$ cat config.mk
export PLATFORM = sky130hd
export DESIGN_NAME = if_stage
export DESIGN_NICKNAME = d
export VERILOG_FILES = /design/src/rtl/if_stage.sv
export SDC_FILE = /design/constraint.sdc
export NUM_CORES = 1
export LEC_CHECK = 0
export BUFFER_PORTS_ARGS = -buffer_cell sky130_fd_sc_hd__buf_4
export CAP_MARGIN = 0
export CORE_MARGIN = 8
export CORE_UTILIZATION = 59
export CTS_CLUSTER_SIZE = 14
export DETAILED_ROUTE_END_ITERATION = 12
export PLACE_DENSITY = 0.95
export SLEW_MARGIN = 10
export SYNTH_ARGS = -nofsm -noshare
export SYNTH_HDL_FRONTEND = slang
export SYNTH_SLANG_ARGS = --single-unit
$ cat constraint.sdc
create_clock -name clk -period 4.5 [get_ports clk]
set_input_delay 0.45 -clock clk [delete_from_list [all_inputs] [get_ports clk]]
set_output_delay 0.45 -clock clk [all_outputs]
set_load 0.05 [all_outputs]
$ cat src/rtl/if_stage.sv
// if_stage: MIPS32 fetch stage; PC, memory handshake, skid on stall, branch redirect.
// Define BRANCH_DELAY_SLOT_EN to deliver the branch slot instruction instead of squashing it.
module if_stage #(
    parameter logic [31:0] RESET_PC = 32'h0000_0000
) (
    input  logic        clk,
    input  logic        rst,
    input  logic        stall_i,
    input  logic        branchEnable_i,
    input  logic [31:0] branchAddr_i,
    output logic [31:0] instAddr_o,
    output logic        instReq_o,
    input  logic        instAck_i,
    input  logic [31:0] instData_i,
    output logic [31:0] inst_o,
    output logic [31:0] pc_o,
    output logic        instValid_o
);
    typedef enum logic [1:0] {IDLE, FETCH, STALL} state_t;
    state_t      state;
    logic [31:0] pc, skid_inst, skid_pc, redirect_target, d_inst, d_pc, tgt;
    logic        redirect_pending, br, deliver, redir, squash;
    assign instAddr_o = pc;
    assign instReq_o  = state == FETCH;
    always_comb begin
        br      = instValid_o && !stall_i && branchEnable_i;
        deliver = !stall_i && (state == STALL || (state == FETCH && instAck_i));
        d_inst  = state == STALL ? skid_inst : instData_i;
        d_pc    = state == STALL ? skid_pc : pc;
        redir   = redirect_pending || br;
        tgt     = br ? (branchAddr_i & 32'hFFFF_FFFC) : redirect_target;
`ifdef BRANCH_DELAY_SLOT_EN
        squash  = 1'b0;
`else
        squash  = redir;
`endif
    end
    always_ff @(posedge clk) begin
        if (!rst) begin
            state            <= IDLE;
            pc               <= RESET_PC;
            redirect_pending <= 1'b0;
            redirect_target  <= 32'h0;
            skid_inst        <= 32'h0;
            skid_pc          <= 32'h0;
            inst_o           <= 32'h0;
            pc_o             <= 32'h0;
            instValid_o      <= 1'b0;
        end else if (deliver) begin
            state            <= FETCH;
            pc               <= redir ? tgt : pc + 32'd4;
            redirect_pending <= 1'b0;
            instValid_o      <= !squash;
            if (!squash) begin
                inst_o <= d_inst;
                pc_o   <= d_pc;
            end
        end else begin
            if (br) begin
                redirect_pending <= 1'b1;
                redirect_target  <= branchAddr_i & 32'hFFFF_FFFC;
            end
            // FETCH without delivery and without stall means no ack: present a bubble
            if (state == FETCH && !stall_i) instValid_o <= 1'b0;
            if (state == FETCH && instAck_i && stall_i) begin
                skid_inst <= instData_i;
                skid_pc   <= pc;
                state     <= STALL;
            end
            if (state == IDLE) state <= FETCH;
        end
    end
endmodule

==> reports/results.tsv <==
metric	value	unit
outcome	finished clean	
Finish-stage setup viols	0	
ratio of cells with drive above 1 in the final layout	17.93	%
Slew Viols, Final	0	
Startpoint Class	register	
TritonCTS buffer count	17	
site row count	44	
router iterations before antenna repair	5	
largest family of logic cells by synthesized area	simple AND/OR/NAND/NOR gates	
first-pass GRT wire length	39670	um
CP bufs+invs	1	
ys async rst share	0	%
synthesized area per cell	7.546	um^2
initial drt markers	799	
Syn. warnings	0	
clock buffer depth	2	
min cycle time layout	2.812	ns
chip height	136.4	um
Seq/Total Area, Yosys	45.89	%
setup TNS	0	ns
Cells after Synth	1133	
Tot GR Track Use	26.27	%
Hold/Removal Path Class	input pin to register	
Layout area overhead	20.94	%
die area	18600	um^2
WS Path Type	register to register	
Least-Margin Pin Slew	1.149	ns
DR vias	8688	
commonest non-fill, non-tap cell in the layout	nand2_1	
routability cong.	0.9092	
ANT nets after route	0	
Final nets	1301	
largest net degree at the start of global routing	78	
Max Cap Viol	0	
hold slack	0.2599	ns
vias in the first global route	7939	
Worst VDD drop	0.2545	mV
post-layout util	71.96	%
fill count	1098	
Initial Utilization	59.50	%
crit end category	register	
IO buf count	164	
CTS HTree Levels	4	
crit-path max cell delay	0.84	ns
most frequent cells in the layout	nand2_1, dfxtp_1, buf_4	
mux share of post-synthesis cell area	0.2342	%
Residual DRC	0	
final setup margin	1.688	ns
initial antenna violation count	0	
Synth Area in Adders	0.1463	%
Worst EP required	4.83	ns
XOR/XNOR Fraction of Synth Area	0.2049	%
Rel. slew slack	23.43	%
Hold Buf Count CTS	0	
core area	14370	um^2
CTS tree	done	
CTS Sinks	196	
Gates resized, CTS repair	0	
syn_nets	1203	
clock transition at the registers of the reported paths	0.07	ns
Yosys reg bits	196	
post-place setup slack	1.533	ns
ys flop type	dfxtp_1	
IO Pins	167	
simple-gate portion of the synthesized area	27.25	%
Clock Skews	0.01174	ns
synthesized area	8549	um^2
Max Fclk	0.3557	GHz
# diodes	0	
Post-synth EDFFs	0	
final WL	24920	um
clk root buf	clkbuf_16	
Crit-path slowest cell	a2111oi_4	
Overall Power	0.003965	W
Critical Path Fanout Max	43	
DP HPWL	16040	um
PwrDens	383.5	nW/um^2
family with the most delay on the worst path	compound AO/OA/AOI/OAI gates	
part of the cycle the worst path needs	62.48	%
Compound-Gate Fraction of Synth Area	20.66	%
DR vias/cell	6.084	
post-synth cell types	57	
CP cell instances	and3b_1, a2111oi_4, buf_4, nor2_1, a311oi_1	
chip width	136.4	um
Hold Fails Final Rpt	0	
DR WL/cell	17.45	um
critical path arrival	3.14	ns
Worst-Skew Late Latency	0.44	ns
setup repair bufs after CTS	0	
RSZ-0062 raised after global routing	no	
grt ovf	0	
Static Leak	3.656	nW
## through the flow
step | cells | cell area, um^2
6_report | 1428 | 10340
5_1_grt | 1428 | 10340
4_1_cts | 1428 | 10340
3_5_place_dp | 1396 | 9711
3_3_place_gp | 1396 | 9711
2_1_floorplan | 1133 | 8549
## final cells by class
cell class,count,area [um^2],area share (%)
clock buffer,19,432.9,4.187
multi-input combinational,832,4175,40.38
inverter,4,17.52,0.1694
clock inverter,13,196.4,1.900
sequential,196,3924,37.95
tap,184,230.2,2.227
timing repair buffer,180,1364,13.19
## worst paths after layout
| check | start | endpoint | cells after the start | slack, ns |
|---|---|---|---|---|
| setup / recovery | instValid_o$_SDFFE_PN0P_ | pc_o[19]$_SDFFE_PN0P_ | 5 | 1.69 |
| hold / removal | branchAddr_i[2] | redirect_target[2]$_SDFFE_PN0N_ | 3 | 0.26 |
| setup reg to reg | instValid_o$_SDFFE_PN0P_ | pc_o[19]$_SDFFE_PN0P_ | 5 | 1.69 |
| hold reg to reg | skid_inst[18]$_SDFFE_PN0P_ | skid_inst[18]$_SDFFE_PN0P_ | 2 | 0.45 |
## report_power, final
group / leakage [nW] / switching, W / internal, W / total (W)
Sequential: 1.59 / 0.0000427 / 0.00179 / 0.00184
Clock: 0.293 / 0.000683 / 0.000940 / 0.00162
Combinational: 1.77 / 0.000348 / 0.000159 / 0.000506
Total: 3.66 / 0.00107 / 0.00289 / 0.00397
## worst register-to-register path, cell delays in order, from the launching register on
cell and delay [ns]:
dfxtp_1 0.34, and3b_1 0.57, a2111oi_4 0.85, buf_4 0.52, nor2_1 0.12, a311oi_1 0.31
## Yosys cell counts, types with 6 or more instances
cell,number,share of area (%)
a21oi_1,133,7.8
buf_1,11,0.48
nor4_1,7,0.51
nor2_1,87,3.8
nand3_1,36,2.1
nand4_1,8,0.59
nor3_1,8,0.47
and3_1,8,0.59
o21ai_0,15,0.88
a311oi_1,63,6.5
o22ai_1,6,0.44
dfxtp_1,196,46
buf_4,9,0.79
buf_2,8,0.47
nand2_1,372,16
o311ai_0,7,0.72
o211ai_1,13,1.1
clkbuf_1,66,2.9
## logic make-up (layout without fill, tap and decap cells)
family | count (synthesis) | count (layout)
muxes | 2 | 2
and+or+nand+nor | 557 | 557
adders and majority gates | 1 | 1
AOI/OAI and AO/OA | 270 | 270
DFF | 196 | 196
xor gates and xnor gates | 2 | 2
buffers and inverters | 105 | 216
## layer usage
layer	track usage [%]	vias to the layer above	part of all wire (%)	wire (um)
li1	-	4132	-	-
met1	32.68	4091	40	9843
met2	42.95	402	48	12000
met3	5.802	63	9.3	2327
met4	11.35	0	3.0	745
met5	0	-	0	0
## sequential cells by signal, indices dropped and copies added (netlist names)
name / count
redirect_target: 32
redirect_pending: 1
skid_inst: 32
inst_o: 32
pc_o: 32
state: 2
instAddr_o: 32
instValid_o: 1
skid_pc: 32
(Power assumes the default switching activity.)
